<file path="src/rtl/inv_sbox_layer.sv">
// inv_sbox_layer: iterative inverse 4-bit S-layer over a 128-bit state, four nibbles per cycle
module inv_sbox_layer (
  input  logic         clk,
  input  logic         rst_n,
  input  logic         in_valid,
  output logic         in_ready,
  input  logic [127:0] in_data,
  output logic         out_valid,
  input  logic         out_ready,
  output logic [127:0] out_data,
  output logic         busy
);
  localparam logic [63:0] inv_tab = 64'h3c9fe5716ba8d420;
  typedef enum logic [1:0] {IDLE, BUSY, DONE} state_t;
  state_t state;
  logic [2:0] cnt;
  logic [127:0] st;
  logic [15:0] grp, sub;
  always_comb grp = st[16*cnt +: 16];
  for (genvar g = 0; g < 4; g++) begin : g_sub
    assign sub[4*g +: 4] = inv_tab[{grp[4*g +: 4], 2'b00} +: 4];
  end
  assign in_ready  = state == IDLE;
  assign busy      = state == BUSY;
  assign out_valid = state == DONE;
  assign out_data  = st;
  always_ff @(posedge clk or negedge rst_n) begin
    if (!rst_n) begin
      state <= IDLE;
      cnt   <= '0;
      st    <= '0;
    end else begin
      unique case (state)
        IDLE: if (in_valid) begin
          st    <= in_data;
          cnt   <= '0;
          state <= BUSY;
        end
        BUSY: begin
          st[16*cnt +: 16] <= sub;
          cnt              <= cnt + 3'd1;
          state            <= cnt == 3'd7 ? DONE : BUSY;
        end
        DONE: state <= out_ready ? IDLE : DONE;
        default: state <= IDLE;
      endcase
    end
  end
endmodule

</file>
<file path="config.mk">
export PLATFORM = sky130hd
export DESIGN_NAME = inv_sbox_layer
export DESIGN_NICKNAME = d
export VERILOG_FILES = /design/src/rtl/inv_sbox_layer.sv
export SDC_FILE = /design/constraint.sdc
export NUM_CORES = 1
export LEC_CHECK = 0
export BUFFER_PORTS_ARGS = -buffer_cell sky130_fd_sc_hd__buf_2
export CORE_MARGIN = 2
export CORE_UTILIZATION = 47
export DETAILED_ROUTE_END_ITERATION = 12
export PLACE_DENSITY_LB_ADDON = 0.05
export SLEW_MARGIN = 10
export SYNTH_ARGS = -nofsm -noshare
export SYNTH_HDL_FRONTEND = slang
export SYNTH_SLANG_ARGS = --single-unit
</file>
<file path="constraint.sdc">
create_clock -name clk -period 2.58 [get_ports clk]
set_input_delay 0.258 -clock clk [delete_from_list [all_inputs] [get_ports clk]]
set_output_delay 0.258 -clock clk [all_outputs]
set_load 0.1 [all_outputs]
</file>
==> summary.md, run 1 <==
| Metric | Value |
|---|---|
| Clock Sinks | `133` |
| Required time reported for the critical path endpoint | `2.91 ns` |
| Max-slew headroom at the worst pin | `0.492` |
| Syn Inst Count | `806` |
| # nets final | `1281` |
| Setup repair after global routing missed its margin | `yes` |
| Max stage delay on crit path | `0.60 ns` |
| Maximum clock frequency | `0.377 GHz` |
| Clk Tree Root Cell | `sky130_fd_sc_hd__clkbuf_16` |
| GRT Total Usage | `0.332` |
| # fillers | `1332` |
| Main combinational cell family by area after synthesis | `compound AO/OA/AOI/OAI gates` |
| Router iterations before antenna repair | `6` |
| Starting density of the core | `0.483` |
| Routed Antenna Nets | `0` |
| Share of final-layout standard cells stronger than drive strength 1 | `0.493` |
| Cell at the slowest stage of the critical path | `sky130_fd_sc_hd__mux4_2` |
| Wire length of the first global-routing pass | `45800 µm` |
| Worst setup EP type | `register` |
| Maximum number of pins on one net before global-route repair | `78` |
| Worst Path Arrival | `2.98 ns` |
| Fraction of synthesized area in multiplexers | `0.165` |
| Clock tree from TritonCTS | `built` |
| Type of element launching the critical path | `register` |
| Port buffer count | `262` |
| Final worst clock skew | `0.00834 ns` |
| Top fanout value on the critical path | `8` |
| Clk Latency, worst-skew pair | `0.42 ns` |
| Maximum level of the CTS H-tree | `4` |
| Synthesized-area fraction occupied by xor and xnor cells | `0` |
| Area of all sequential standard cells | `3380 µm²` |
| Violated checks | `setup timing` |
| Detailed-route DRC error count | `0` |
| Detailed placement HPWL | `21800 µm` |
| Worst hold-check path type | `in2reg` |
| Initial antenna violation count | `0` |
| Core area | `16600 µm²` |
| Share of the clock period used by the worst path | `1.03` |
| Clock transition at path regs | `0.06 ns` |
| Net Count, Synth | `965` |
| Number of global-route vias before repair | `7883` |
| Register bit count reported by yosys | `133` |
| Gr ovfl total | `0` |
| Final-layout setup total negative slack | `-0.160 ns` |
| Setup-failing EPs final | `5` |
| Mean number of vias per cell | `6.04` |
| Number of buffer and inverter stages on the critical path | `3` |
| Final Wtd Congestion | `0.966` |
| Area taken by multi-input logic gates | `4720 µm²` |
| Post-Synthesis Mean Instance Area | `9.98 µm²` |
| Overall routed net length | `30700 µm` |
| Adder and majority gate portion of the synthesized area | `0.0420` |
| Clock Tree Buf Depth | `2` |
| DRC violation total after the first TritonRoute iteration | `652` |
| Die Footprint | `18200 µm²` |
| Number of placement rows | `47` |
| Number of placed I/O pins | `263` |
| Netlist area before placement | `8050 µm²` |
| Maxcap violations | `0` |
| Setup Crit Path Kind | `reg2reg` |
| PnR worst setup slack | `-0.0695 ns` |
| Hold violation total from the final report | `0` |
| Min Clock Period, post-route | `2.65 ns` |
| Worst path top cell family by delay | `multiplexers` |
| Post-Synth Simple-Gate Area | `0.136` |
| Status | `finished with violations` |
| Antenna diode count | `0` |
| Count of warnings emitted by yosys | `0` |
| Via count | `8180` |
| Fraction of the yosys area taken by sequential cells | `0.414` |
| Layout Area Growth over Synthesis | `41.5%` |
| Chip Height | `135 µm` |
| WL/cell | `22.7 µm` |
| Crit-path cells | `buf_12 -> buf_12 -> mux4_2 -> mux2i_4 -> inv_2 -> ha_2 -> mux4_2 -> a211oi_2` |
| Number of buffers created by CTS | `17` |
| Compound-cell area share of the yosys netlist | `0.196` |
| Worst slew pin tran | `0.762 ns` |
| Max-slew violations | `0` |
| Die outline width | `135 µm` |
| Distinct cell type count after synthesis | `55` |
-- cell type report --
cell class / count / share of cell area
multi-input cells: 587 / 0.415
clock inverters: 12 / 0.0155
flip-flops and latches: 133 / 0.297
inverters: 25 / 0.00824
repair buffers: 358 / 0.201
clock buffers: 20 / 0.0401
well taps: 220 / 0.0242
-- metrics by stage --
step	setup slack (ns)	utilization	hold WS [ns]	instances	instance area, µm²
floorplan	-0.0467	-	-0.0376	806	8200
global placement	-0.00224	0.613	0.342	1301	10200
detailed placement	-0.0626	0.613	0.346	1301	10200
CTS	-0.00965	0.657	0.0716	1342	10900
global route	-0.0962	0.684	0.0966	1355	11400
finish	-0.0695	0.684	0.0775	1355	11400
-- logic make-up (layout without fill, tap and decap cells) --
logic type               after synthesis  in the layout
buffers and inverters                 86            415
AO/OA/AOI/OAI                        280            280
adder cells (fa/ha/maj)               27             27
AND/OR/NAND/NOR                      204            204
flip-flops                           133            133
multiplexers                          76             76
-- what timing repair did --
item / CTS / global route
pin swaps: 0 / 13
setup buffers: 8 / 11
cloned: 0 / 2
endpoints found under the setup margin: 16 / 113
endpoints found under the hold margin: 75 / 0
gates resized for setup: 3 / 80
hold buffers: 1 / 0
-- Yosys cell counts, drive strengths merged --
master	number	share of area
dfrtp	133	0.41
a21oi	129	0.081
o21ai	114	0.071
and3	97	0.075
clkbuf	50	0.023
nand2	45	0.021
mux2i	36	0.063
mux4	33	0.092
ha	27	0.042
nor2	25	0.012
inv	24	0.011
a211oi	12	0.014
buf	11	0.012
mux2	7	0.010
nand3	7	0.0044
nand4	6	0.0047
nand2b	5	0.0039
nor3	5	0.0031
a221oi	4	0.0044
a221o	3	0.0037
a2bb2oi	3	0.0040
o211ai	3	0.0040
nor2b	2	0.0016
nor3b	2	0.0019
o2111ai	2	0.0037
o22ai	2	0.0016
o31ai	2	0.0019
or2	2	0.0016
or3	2	0.0016
a21o	1	0.00093
a22o	1	0.0011
a31o	1	0.0011
a41o	1	0.0012
and2	1	0.00078
and3b	1	0.0011
and4	1	0.0011
clkinv	1	0.00047
nand3b	1	0.00093
nor4	1	0.00078
o221ai	1	0.0011
o2bb2ai	1	0.0011
or4	1	0.00093
-- registers in the layout, indices dropped and copies added, names as in the netlist --
name	count
out_data	128
state	2
cnt	3
-- path summary, 6_finish.rpt --
check / from / cells past startpoint / end / slack (ns)
setup / recovery: cnt[1] / 8 / out_data[72] / -0.07
hold / removal: in_data[7] / 3 / out_data[7] / 0.08
setup reg to reg: cnt[1] / 8 / out_data[72] / -0.07
hold reg to reg: out_data[32] / 2 / out_data[32] / 0.52
max in group asynchronous: rst_n / 3 / out_data[125] / 1.35
min in group asynchronous: rst_n / 2 / state[1] / 0.44
-- layout by cell type, fill, tap and decap left out, types with 6 or more instances in the layout --
cell                        instances
sky130_fd_sc_hd__and3_1            97
sky130_fd_sc_hd__clkbuf_16         19
sky130_fd_sc_hd__a211oi_2           8
sky130_fd_sc_hd__nand2_1           42
sky130_fd_sc_hd__buf_4             70
sky130_fd_sc_hd__buf_2            261
sky130_fd_sc_hd__inv_1             14
sky130_fd_sc_hd__ha_1              19
sky130_fd_sc_hd__mux2i_4           19
sky130_fd_sc_hd__inv_2             10
sky130_fd_sc_hd__buf_6             10
sky130_fd_sc_hd__nand3_1            7
sky130_fd_sc_hd__mux2i_2           12
sky130_fd_sc_hd__nand4_1            6
sky130_fd_sc_hd__mux4_2            33
sky130_fd_sc_hd__a21oi_1          124
sky130_fd_sc_hd__buf_12            14
sky130_fd_sc_hd__o21ai_1           66
sky130_fd_sc_hd__dfrtp_2           41
sky130_fd_sc_hd__dfrtp_1           92
sky130_fd_sc_hd__nor2_1            24
sky130_fd_sc_hd__o21ai_0           43
-- worst min-delay path, stage by stage --
cell	delay [ns]
sky130_fd_sc_hd__buf_2	0.09
sky130_fd_sc_hd__nand2_1	0.05
sky130_fd_sc_hd__a2bb2oi_1	0.05
-- metal layers --
metal  global-route usage  wire [µm]  up-vias  share of wire
met5                    0          0        -              0
met4               0.0912        726        0          0.024
met3               0.0604       2680       63          0.087
met2                0.509      14200      475           0.46
met1                0.488      13100     4003           0.43
li1                     -          -     3639              -
Power of run 1 is not shown: default switching activity piles up to over one toggle a cycle in this logic, so the estimate is an artifact.
==> run 2: changes to the inputs <==
- CORE_UTILIZATION: 47 -> 48
- CTS_BUF_LIST: not set -> sky130_fd_sc_hd__clkbuf_4 sky130_fd_sc_hd__clkbuf_8
==> run 2 against run 1 <==
Against the previous run:
- fmax rose by 1.5%
- critical endpoint is now out_data[76]
- clock-buffer cell count fell by 1
- largest cell class unchanged
- sequential share of layout area rose by 1.2 points
- worst hold slack lost 0.040 ns
- core utilization fell by 1.9 points
- the run still ends with setup timing left
- highest routed layer unchanged
- register-to-register slack better by 0.04 ns
==> summary.md, run 2 (synthesis results as in run 1) <==
| Metric | Value |
|---|---|
| Worst Path Arrival | `2.97 ns (was 2.98 ns)` |
| Chip Height | `133 µm (was 135 µm)` |
| Worst slew pin tran | `0.723 ns (was 0.762 ns)` |
| Violated checks | `setup timing (unchanged)` |
| Gr ovfl total | `0 (unchanged)` |
| Number of placement rows | `47 (unchanged)` |
| Detailed placement HPWL | `22000 µm (was 21800 µm)` |
| Worst setup EP type | `register (unchanged)` |
| GRT Total Usage | `0.338 (was 0.332)` |
| Mean number of vias per cell | `6.04 (about the same)` |
| Type of element launching the critical path | `register (unchanged)` |
| Non-Filler Instances | `1344 (was 1355)` |
| Clock tree from TritonCTS | `built (unchanged)` |
| R2R Setup Slk | `-0.03 ns (was -0.07 ns)` |
| Overall routed net length | `30400 µm (was 30700 µm)` |
| Worst path top cell family by delay | `multiplexers (unchanged)` |
| Maximum number of pins on one net before global-route repair | `82 (was 78)` |
| Clock Sinks | `133 (unchanged)` |
| Status | `finished with violations (unchanged)` |
| Top library cells by usage in the layout, fill and taps aside | `261 x sky130_fd_sc_hd__buf_2, 124 x sky130_fd_sc_hd__a21oi_1, 97 x sky130_fd_sc_hd__and3_1, 92 x sky130_fd_sc_hd__dfrtp_1, 68 x sky130_fd_sc_hd__buf_4 (was 261 x sky130_fd_sc_hd__buf_2, 124 x sky130_fd_sc_hd__a21oi_1, 97 x sky130_fd_sc_hd__and3_1, 92 x sky130_fd_sc_hd__dfrtp_1, 70 x sky130_fd_sc_hd__buf_4)` |
| Core area | `16500 µm² (was 16600 µm²)` |
| Cell at the slowest stage of the critical path | `sky130_fd_sc_hd__mux4_2 (unchanged)` |
| WL/cell | `22.7 µm (about the same)` |
| Die Footprint | `17800 µm² (was 18200 µm²)` |
| Required time reported for the critical path endpoint | `2.94 ns (was 2.91 ns)` |
| Maximum level of the CTS H-tree | `4 (unchanged)` |
| Max reg flops | `128 (unchanged)` |
| Worst hold margin | `0.0379 ns (was 0.0775 ns)` |
| Post-DP Area | `10200 µm² (about the same)` |
| Number of global-route vias before repair | `7782 (was 7883)` |
| Layout Area Growth over Synthesis | `36.2% (was 41.5%)` |
| Min Clock Period, post-route | `2.61 ns (was 2.65 ns)` |
| Setup Crit Path Kind | `reg2reg (unchanged)` |
| Router iterations before antenna repair | `5 (was 6)` |
| Maxcap violations | `0 (unchanged)` |
| Number of buffers created by CTS | `17 (unchanged)` |
| Starting density of the core | `0.489 (was 0.483)` |
| Final Wtd Congestion | `0.920 (was 0.966)` |
| Maximum clock frequency | `0.383 GHz (was 0.377 GHz)` |
| PnR worst setup slack | `-0.0314 ns (was -0.0695 ns)` |
| Number of buffer and inverter stages on the critical path | `4 (was 3)` |
| Max stage delay on crit path | `0.54 ns (was 0.60 ns)` |
| Antenna diode count | `0 (unchanged)` |
| Setup-failing EPs final | `3 (was 5)` |
| Port buffer count | `262 (unchanged)` |
| Max-slew violations | `0 (unchanged)` |
| Clk Tree Root Cell | `sky130_fd_sc_hd__clkbuf_8 (was sky130_fd_sc_hd__clkbuf_16)` |
| Share of final-layout standard cells stronger than drive strength 1 | `0.472 (was 0.493)` |
| Max-slew headroom at the worst pin | `0.514 (was 0.492)` |
| Hold violation total from the final report | `0 (unchanged)` |
| Clk Latency, worst-skew pair | `0.46 ns (was 0.42 ns)` |
| Via count | `8115 (was 8180)` |
| Clock Tree Buf Depth | `2 (unchanged)` |
| Initial antenna violation count | `0 (unchanged)` |
| Routed Antenna Nets | `0 (unchanged)` |
| Number of cells in the design after placement | `1296 (was 1301)` |
| Final worst clock skew | `0.00907 ns (was 0.00834 ns)` |
| Worst hold-check path type | `in2reg (unchanged)` |
| Detailed-route DRC error count | `0 (unchanged)` |
| Most frequent standard cell in the layout excluding fill and tap cells | `sky130_fd_sc_hd__buf_2 (unchanged)` |
| Design area | `11000 µm² (was 11400 µm²)` |
| Crit-path cells | `buf_12 -> buf_4 -> mux4_2 -> mux2i_4 -> buf_4 -> mux2i_1 -> mux2i_4 -> buf_12 -> a211oi_2 (was buf_12 -> buf_12 -> mux4_2 -> mux2i_4 -> inv_2 -> ha_2 -> mux4_2 -> a211oi_2)` |
| Top fanout value on the critical path | `12 (was 8)` |
| Wire length of the first global-routing pass | `45600 µm (was 45800 µm)` |
| DRC violation total after the first TritonRoute iteration | `762 (was 652)` |
| Clock transition at path regs | `0.08 ns (was 0.06 ns)` |
| Share of the clock period used by the worst path | `1.01 (was 1.03)` |
| # nets final | `1270 (was 1281)` |
| Setup repair after global routing missed its margin | `yes (unchanged)` |
| Die outline width | `133 µm (was 135 µm)` |
| Number of placed I/O pins | `263 (unchanged)` |
## run 2: cell types whose count changed in the layout (fill, tap and decap cells not counted), sizes merged
cell,delta
buf,-9
bufinv,+1
clkbuf,-3
## run 2: metrics by stage
stage	setup WS (ns)	TNS, ns	util
6_report	-0.0314	-0.0391	0.666
5_1_grt	-0.110	-1.06	0.666
4_1_cts	0.0187	0	0.647
3_5_place_dp	-0.0315	-0.122	0.617
3_3_place_gp	0.0384	0	0.617
2_1_floorplan	-0.0467	-0.0467	-
## run 2: layer usage
layer / vias up / track usage / part of all wire
met5: - / 0 / 0
li1: 3598 / - / -
met3: 48 / 0.0586 / 0.084
met1: 4003 / 0.495 / 0.43
met2: 466 / 0.511 / 0.46
met4: 0 / 0.121 / 0.029
## run 2: cell type report
class                   instances  area (µm²)
fillers                      1389        5510
multi-input cells             587        4620
flip-flops and latches        133        3380
repair buffers                347        2140
well taps                     220         275
clock buffers                  19         249
clock inverters                13         206
inverters                      25        93.8
## run 2: final timing paths
path / from / end / cells past startpoint
hold reg to reg: out_data[40] / out_data[40] / 2
setup / recovery: cnt[1] / out_data[76] / 9
setup reg to reg: cnt[1] / out_data[76] / 9
max in group asynchronous: rst_n / out_data[8] / 3
hold / removal: in_data[7] / out_data[7] / 3
min in group asynchronous: rst_n / state[1] / 2
## run 2: timing repair
action	4_1_cts	5_1_grt
buffers inserted	3	12
hold buffers	1	0
pin swaps	0	0
endpoints found under the hold margin	52	0
endpoints found under the setup margin	8	97
gates resized for setup	3	34
## run 2: worst register-to-register path, cell delays in order (launching register included)
cell	delay, ns
sky130_fd_sc_hd__dfrtp_2	0.44
sky130_fd_sc_hd__buf_12	0.18
sky130_fd_sc_hd__buf_4	0.13
sky130_fd_sc_hd__mux4_2	0.54
sky130_fd_sc_hd__mux2i_4	0.25
sky130_fd_sc_hd__buf_4	0.18
sky130_fd_sc_hd__mux2i_1	0.31
sky130_fd_sc_hd__mux2i_4	0.12
sky130_fd_sc_hd__buf_12	0.16
sky130_fd_sc_hd__a211oi_2	0.19
Power of run 2 is left out for the same reason.
